<file path="config.mk">
export PLATFORM = sky130hd
export DESIGN_NAME = fb_read_scheduler
export DESIGN_NICKNAME = d
export VERILOG_FILES = /design/src/rtl/fb_read_scheduler.sv
export SDC_FILE = /design/constraint.sdc
export NUM_CORES = 1
export LEC_CHECK = 0
export ABC_AREA = 1
export CAP_MARGIN = 25
export CELL_PAD_IN_SITES_DETAIL_PLACEMENT = 1
export CELL_PAD_IN_SITES_GLOBAL_PLACEMENT = 2
export CORE_ASPECT_RATIO = 1.1
export CORE_MARGIN = 3
export CORE_UTILIZATION = 33
export DETAILED_ROUTE_END_ITERATION = 7
export PLACE_DENSITY = 0.95
export SLEW_MARGIN = 20
export SYNTH_ARGS = -nofsm -noshare
export SYNTH_HDL_FRONTEND = slang
export SYNTH_SLANG_ARGS = --single-unit
</file>
<file path="constraint.sdc">
create_clock -name clk -period 4.25 [get_ports clk]
set_input_delay 0.6375 -clock clk [delete_from_list [all_inputs] [get_ports clk]]
set_output_delay 0.6375 -clock clk [all_outputs]
set_load 0.01 [all_outputs]
</file>
<file path="src/rtl/fb_read_scheduler.sv">
// Read-port scheduler for the address-chained framebuffer BRAM: shares the single
// read port between the frame scanout stream and a random-access host readback port.
module fb_read_scheduler #(
    parameter int ADDR_BITS    = 10,
    parameter int FRAME_PIXELS = 1024
) (
    input  logic                 clk,
    input  logic                 rst_n,
    input  logic                 start,
    output logic                 busy,
    output logic                 frame_done,
    output logic [15:0]          px_data,
    output logic                 px_valid,
    input  logic                 px_ready,
    input  logic                 host_req,
    input  logic [ADDR_BITS-1:0] host_addr,
    output logic                 host_ack,
    output logic [15:0]          host_rdata,
    output logic                 host_rvalid,
    output logic [ADDR_BITS-1:0] bram_raddr,
    output logic                 bram_ren,
    input  logic [15:0]          bram_rdata
);

    // One extra bit so a full 2**ADDR_BITS frame can be counted.
    localparam int CW = ADDR_BITS + 1;
    localparam logic [CW-1:0] FP_C = CW'(FRAME_PIXELS);

    typedef enum logic [1:0] {
        IDLE    = 2'd0,
        ISSUE   = 2'd1,
        CAPTURE = 2'd2
    } state_t;

    typedef enum logic {
        REQ_SCAN = 1'b0,
        REQ_HOST = 1'b1
    } req_t;

    state_t                 state;
    state_t                 state_nx;
    req_t                   cur_req;
    req_t                   last_req;
    logic [CW-1:0]          scan_cnt;
    logic [CW-1:0]          acc_cnt;
    logic [15:0]            fifo_mem [2];
    logic                   wr_ptr;
    logic                   rd_ptr;
    logic [1:0]             fifo_cnt;

    logic                   start_acc;
    logic                   scan_inflight;
    logic                   host_inflight;
    logic [1:0]             occ;
    logic                   scan_elig;
    logic                   host_elig;
    logic                   grant;
    logic                   win_scan;
    logic                   push;
    logic                   pop;
    logic [ADDR_BITS-1:0]   scan_addr;

    // Requester eligibility and round-robin arbitration.
    always_comb begin
        start_acc     = start && !busy && !frame_done;
        scan_inflight = (state != IDLE) && (cur_req == REQ_SCAN);
        host_inflight = (state != IDLE) && (cur_req == REQ_HOST);
        occ           = fifo_cnt + {1'b0, scan_inflight};
        scan_elig     = start_acc || (busy && (scan_cnt < FP_C) && (occ < 2'd2));
        host_elig     = host_req && !host_inflight;
        grant         = (state != ISSUE) && (scan_elig || host_elig);
        win_scan      = scan_elig && (!host_elig || (last_req == REQ_HOST));
        scan_addr     = start_acc ? '0 : scan_cnt[ADDR_BITS-1:0];
        push          = (state == CAPTURE) && (cur_req == REQ_SCAN);
        pop           = (fifo_cnt != 2'd0) && px_ready;
    end

    always_ff @(posedge clk) begin
        if (!rst_n) begin
            state <= IDLE;
        end else begin
            state <= state_nx;
        end
    end

    always_comb begin
        state_nx = state;
        case (state)
            IDLE:    state_nx = grant ? ISSUE : IDLE;
            ISSUE:   state_nx = CAPTURE;
            CAPTURE: state_nx = grant ? ISSUE : IDLE;
            default: state_nx = IDLE;
        endcase
    end

    always_comb begin
        bram_ren = (state == ISSUE) || (state == CAPTURE);
    end

    // Grant bookkeeping; the address register only moves on a grant, so it
    // stays stable through CAPTURE and while idle.
    always_ff @(posedge clk) begin
        if (!rst_n) begin
            cur_req    <= REQ_SCAN;
            last_req   <= REQ_HOST;
            bram_raddr <= '0;
            scan_cnt   <= '0;
            host_ack   <= 1'b0;
        end else begin
            host_ack <= grant && !win_scan;
            if (grant) begin
                cur_req    <= win_scan ? REQ_SCAN : REQ_HOST;
                last_req   <= win_scan ? REQ_SCAN : REQ_HOST;
                bram_raddr <= win_scan ? scan_addr : host_addr;
            end
            if (start_acc) begin
                scan_cnt <= (grant && win_scan) ? CW'(1) : '0;
            end else if (grant && win_scan) begin
                scan_cnt <= scan_cnt + 1'b1;
            end
        end
    end

    always_ff @(posedge clk) begin
        if (!rst_n) begin
            host_rvalid <= 1'b0;
            host_rdata  <= '0;
        end else begin
            host_rvalid <= (state == CAPTURE) && (cur_req == REQ_HOST);
            if ((state == CAPTURE) && (cur_req == REQ_HOST)) begin
                host_rdata <= bram_rdata;
            end
        end
    end

    // Frame completion is detected from the registered accept count, so
    // frame_done lands one cycle after the count reaches the frame size.
    always_ff @(posedge clk) begin
        if (!rst_n) begin
            busy       <= 1'b0;
            frame_done <= 1'b0;
            acc_cnt    <= '0;
        end else begin
            frame_done <= 1'b0;
            if (start_acc) begin
                busy    <= 1'b1;
                acc_cnt <= '0;
            end else if (busy && (acc_cnt == FP_C)) begin
                busy       <= 1'b0;
                frame_done <= 1'b1;
            end else if (pop) begin
                acc_cnt <= acc_cnt + 1'b1;
            end
        end
    end

    always_ff @(posedge clk) begin
        if (!rst_n) begin
            for (int unsigned i = 0; i < 2; i++) begin
                fifo_mem[i] <= '0;
            end
            wr_ptr   <= 1'b0;
            rd_ptr   <= 1'b0;
            fifo_cnt <= '0;
        end else begin
            if (push) begin
                fifo_mem[wr_ptr] <= bram_rdata;
                wr_ptr           <= ~wr_ptr;
            end
            if (pop) begin
                rd_ptr <= ~rd_ptr;
            end
            fifo_cnt <= fifo_cnt + {1'b0, push} - {1'b0, pop};
        end
    end

    always_comb begin
        px_valid = (fifo_cnt != 2'd0);
        px_data  = fifo_mem[rd_ptr];
    end

endmodule

</file>
==> results of run 1 <==
-- layout by cell type (no fill, tap or decap), types with 2 or more instances in the layout --
cell and instances:
a21oi_1 41, a21oi_2 4, buf_4 5, clkbuf_16 11
clkdlybuf4s50_1 78, dfxtp_1 61, edfxtp_1 32, ha_1 10
inv_1 48, inv_2 4, inv_6 2, mux2_2 16
nand2_1 95, nand2_2 2, nand2_4 2, nand3_1 36
nand3_2 2, nand4_1 4, nor2_1 53, nor2_4 2
nor3_1 5, o21ai_0 28, xnor2_1 3, xor2_1 9
-- worst paths after layout --
kind / startpoint / endpoint / slack [ns] / cells past startpoint
worst max-delay path: register / px_data[9] / 1.56 / 2
worst min register to register: scan_cnt[10]$_SDFFE_PN0P_ / scan_cnt[10]$_SDFFE_PN0P_ / 0.46 / 2
worst max register to register: state[0]$_SDFF_PN0_ / fifo_mem[0][4]$_SDFFCE_PN0P_ / 2.18 / 7
worst min-delay path: scan_cnt[10]$_SDFFE_PN0P_ / scan_cnt[10]$_SDFFE_PN0P_ / 0.46 / 2
-- power breakdown --
part / total (mW) / internal (mW) / leakage (nW) / switching [mW]
combinational: 0.554 / 0.254 / 1.22 / 0.301
clock: 0.845 / 0.478 / 0.159 / 0.366
sequential: 1.05 / 0.991 / 0.826 / 0.0638
total: 2.45 / 1.72 / 2.20 / 0.731
-- sequential cells by signal (all words and copies together) (netlist names), 2 cells and up, named ones only --
register,cells
bram_raddr,10
host_rdata,16
scan_cnt,11
acc_cnt,11
fifo_mem,32
state,2
fifo_cnt,2
-- cell usage after synthesis (all sizes together) --
cell	instances
clkbuf	9
or2	2
xor2	9
nand3b	1
nand4	4
o21ai	29
nor2	56
o31ai	1
xnor2	3
ha	10
nor4	1
a31oi	1
a21oi	45
dfxtp	61
nand2	99
nor3b	1
mux2	16
edfxtp	32
o21bai	1
nand3	39
buf	11
inv	52
nor3	5
-- cell type report --
cell class	count	area share
Clock inverter	5	0.008024
Multi-Input combinational cell	323	0.3207
Inverter	52	0.03576
Clock buffer	11	0.05044
Timing Repair Buffer	83	0.1499
Tap cell	154	0.03530
Sequential cell	93	0.3998
-- worst max-delay path: cells and delay by family (launching register included) --
family,cells,cell delay [ns]
flip-flops,1,0.80
multiplexers,1,0.43
buffers and inverters,1,0.48
-- layer usage --
| layer | vias up | wire length (um) |
|---|---|---|
| li1 | 1746 | - |
| met1 | 1697 | 5044 |
| met2 | 71 | 5814 |
| met3 | 8 | 553 |
| met4 | 0 | 104 |
| met5 | - | 0 |
-- metrics by stage --
step,utilization,instance area [um^2]
floorplan,-,4232
global placement,0.4179,5139
detailed placement,0.4179,5139
CTS,0.4438,5458
global route,0.4438,5458
finish,0.4438,5458
-- cell families after synthesis --
family	count (synthesis)
and+or+nand+nor	208
adders and majority gates	10
muxes	16
xor gates and xnor gates	12
DFF	93
AOI/OAI and AO/OA	77
buffers and inverters	72
==> flow_summary.toml, run 1 <==
[drt]
routedWlPerCell_um = 15.97
drt_iter0_markers = 131
wl_mm = 11.52
vias = 3522
drtAntennaViolNets = 0
via_per_inst = 4.885
route.detailed.drc = 0
dr.pass1.iters = 4

[global_route]
use_met3 = 0.03061
grt.met1_usage = 0.2059
grtUsageTotal = 0.1665
grt_pass1_wl_mm = 18.92
grt_pass1_vias = 3705
overflow = 0
antenna_found_initial = 0
grt_busiest_layer = "met2"
met2_usage = 0.2953
grt_max_degree = 33

[floorplanning]
rows = 42
initial_utilization = 0.3441
die_y_um = 124.8
core_area_um2 = 12300
dieArea_um2 = 14220
chipWidth_um = 114.0
pin_count = 79

[timing]
drv_slew = 0
skew_ns = 0.009489
hold_viol = 0
final.setup.tns_ns = 0
max_freq_ghz = 0.3714
relSlewSlack = 0.4132
rsz0062_at_grt = "false"
min_period_over_period = 0.6335
fin_crit_ns = 2.692
setup-violations-final = 0
setup_slack_ns = 1.558
fin_worst_hold_slack_ns = 0.4597
worst_slew_pin_slew_ns = 0.8793

[synth]
synth_top_family_by_area = "simple AND/OR/NAND/NOR gates"
post_synth.cell_area_avg_um2 = 8.671
synthTopCellsByArea = "dfxtp_1 29%, edfxtp_1 23%, nand2_1 8.4%"
syn-num-nets = 529
synthAdderAreaFrac = 0.02957
synthSimpleGateAreaFrac = 0.2197
seq_area_frac_synth = 0.5157
synth-seq-cells = 93
yosysTopAreaCell = "dfxtp_1"
synth_compound_area_frac = 0.09698
muxShareOfSynthArea = 0.04258
syn-cell-area_um2 = 4232
synth_cells = 488
ys_warn_count = 0
synthXorXnorAreaFrac = 0.02484
synth_cell_type_count = 35
yosysTopAreaCellShare = 0.2886

[clocking]
cts_root_buf = "clkbuf_16"
clk_pin_slew_ns = 0.07
post_cts_resized = 0
clk_latency_ns = 0.34
cts_max_level = 3
clock_sinks = 93
clockBufferDepth = 2
cts_buffers = 9
cts_setup_buffers = 0
cts_tree = "done"
cts_hold_buf = 0

[placed_design]
portBuffers = 78
gp_congestion = 0.8338
placedCellCount = 705
dp_slack_ns = 1.564
place_hpwl_mm = 8.521

[worst_hold_path]
hold_class = "register to register"

[power_and_ir_drop]
total_power_mw = 2.454
leakage_nw = 2.204
powerDensity_nw_per_um2 = 449.6
vdd_drop_max_mv = 0.1939

[critical_path]
worstPathArrival_ns = 2.05
critical_path.startpoint_type = "register"
cp_cell_sequence = "mux2_2, clkdlybuf4s50_1"
end_kind = "primary output"
critPathKind = "register to primary output"
worst_path_largest_cell_delay_ns = 0.80
cp_slowest_cell = "dfxtp_1"
critPathRequiredTime_ns = 3.61
cp_max_fo = 16

[job]
cap_violations = 0

[layout]
fin_cells = 721
final_nets = 603
regArea_um2 = 2182
drive_gt1_frac = 0.1023
multi_input_area_um2 = 1750
areaGrowthSynthToFinish_pct = 28.98
antenna_cells = 0
filler_cell_count = 1462

[status]
outcome = "completed"
Power figures use the tool's default switching activity.
==> run 2: changes to the inputs <==
--- a/config.mk
+++ b/config.mk
@@ -11,9 +11,9 @@
 export CELL_PAD_IN_SITES_GLOBAL_PLACEMENT = 2
 export CORE_ASPECT_RATIO = 1.1
 export CORE_MARGIN = 3
-export CORE_UTILIZATION = 33
+export CORE_UTILIZATION = 31
 export DETAILED_ROUTE_END_ITERATION = 7
-export PLACE_DENSITY = 0.95
+export PLACE_DENSITY = 0.9
 export SLEW_MARGIN = 20
 export SYNTH_ARGS = -nofsm -noshare
 export SYNTH_HDL_FRONTEND = slang
==> constraint.sdc (replaced) <==
create_clock -name clk -period 2.7 [get_ports clk]
set_input_delay 0.405 -clock clk [delete_from_list [all_inputs] [get_ports clk]]
set_output_delay 0.405 -clock clk [all_outputs]
set_load 0.01 [all_outputs]
==> flow_summary.toml, run 2 (synthesis gave the netlist of run 1 again) <==
[clocking]
cts_setup_buffers = 0
cts_max_level = 3
clock_sinks = 93
cts_tree = "done"
cts_hold_buf = 0
clockBufferDepth = 2
clk_latency_ns = 0.34
cts_buffers = 9
cts_root_buf = "clkbuf_16"
clk_pin_slew_ns = 0.07
post_cts_resized = 0

[critical_path]
critPathRequiredTime_ns = 2.30
cp_cell_sequence = "buf_4, mux2_2, clkdlybuf4s50_1"
cp_slowest_cell = "clkdlybuf4s50_1"
end_kind = "primary output"
rrSetupSlack_ns = 0.73
path_buf_inv = 2
cp_max_fo = 16
worstPathArrival_ns = 1.76
cpLargestDelayFamily = "buffers and inverters"
critPathKind = "register to primary output"
worst_path_largest_cell_delay_ns = 0.49
critical_path.startpoint_type = "register"

[drt]
drtAntennaViolNets = 0
route.detailed.drc = 0
dr.pass1.iters = 4
wl_mm = 11.03
drt_iter0_markers = 134
vias = 3483
via_per_inst = 4.625
routedWlPerCell_um = 14.65

[timing]
fin_crit_ns = 2.168
min_period_over_period = 0.8030
rsz0062_at_grt = "false"
setup_slack_ns = 0.5319
max_freq_ghz = 0.4612
final.setup.tns_ns = 0
drv_slew = 0
worst_slew_pin_slew_ns = 0.8768
relSlewSlack = 0.4148
hold_viol = 0
fin_worst_hold_slack_ns = 0.4644
setup-violations-final = 0
skew_ns = 0.009207

[power_and_ir_drop]
total_power_mw = 3.807
p_int_mw = 2.688
swShare = 0.2939
powerDensity_nw_per_um2 = 694.3
p_seq_frac = 0.429
vdd_drop_max_mv = 0.3544
pwr-share-comb = 0.238
clockPowerShare = 0.333
leakage_nw = 2.195
power_switching_mw = 1.119

[placed_design]
place_hpwl_mm = 7.967
dp_slack_ns = 0.4266
gp_congestion = 0.8227
portBuffers = 78
place_area_um2 = 5191
placedCellCount = 737

[layout]
antenna_cells = 0
reg_top3 = "fifo_mem (32), host_rdata (16)"
mostFrequentLayoutCell = "nand2_1"
top_register = "fifo_mem"
fin_util = 0.4133
fin_cells = 753
drive_gt1_frac = 0.1019
filler_cell_count = 1561
areaGrowthSynthToFinish_pct = 29.60
final_cell_mix = "95 x nand2_1, 78 x clkdlybuf4s50_1, 61 x dfxtp_1, 53 x nor2_1, 48 x inv_1"
final_area_um2 = 5484
largest_reg_flops = 32
final_nets = 605

[global_route]
grt_pass1_wl_mm = 18.14
grtUsageTotal = 0.1485
antenna_found_initial = 0
grt_max_degree = 33
overflow = 0
grt_pass1_vias = 3655

[floorplanning]
die_y_um = 128.5
dieArea_um2 = 15090
core_area_um2 = 13270
pin_count = 79
initial_utilization = 0.3189
chipWidth_um = 117.4
rows = 44

[status]
outcome = "completed"

[worst_hold_path]
hold_class = "register to register"

[job]
cap_violations = 0
## run 2: worst paths after layout
| check | startpoint | to | cells past startpoint |
|---|---|---|---|
| max | register | px_data[12] | 3 |
| min | rd_ptr$_SDFFE_PN0P_ | register | 1 |
| max reg2reg | state[0]$_SDFF_PN0_ | state[0]$_SDFF_PN0_ | 11 |
| min reg2reg | rd_ptr$_SDFFE_PN0P_ | register | 1 |
## run 2: per-layer routing
| metal | global-route usage | part of all wire |
|---|---|---|
| met1 | 0.1748 | 0.43 |
| met2 | 0.2701 | 0.51 |
| met3 | 0.03209 | 0.046 |
| met4 | 0.05107 | 0.013 |
| met5 | 0 | 0 |
## run 2: power groups by stage
stage / Clock, mW / Combinational (mW) / Sequential, mW
final: 1.27 / 0.907 / 1.63
after global routing: 1.37 / 1.00 / 1.65
after CTS: 1.31 / 0.926 / 1.63
after detailed placement: 0 / 0.917 / 1.66
after global placement: 0 / 0.898 / 1.66
after floorplan: 0 / 0.538 / 1.66
## run 2: area by class of cell
class / count / area, um^2 / area share
Tap cell: 184 / 230.2 / 0.04198
Multi-Input combinational cell: 323 / 1750 / 0.3192
Sequential cell: 93 / 2182 / 0.3979
Timing Repair Buffer: 85 / 833.3 / 0.1520
Clock buffer: 11 / 232.7 / 0.04244
Inverter: 52 / 195.2 / 0.03559
Clock inverter: 5 / 60.06 / 0.01095
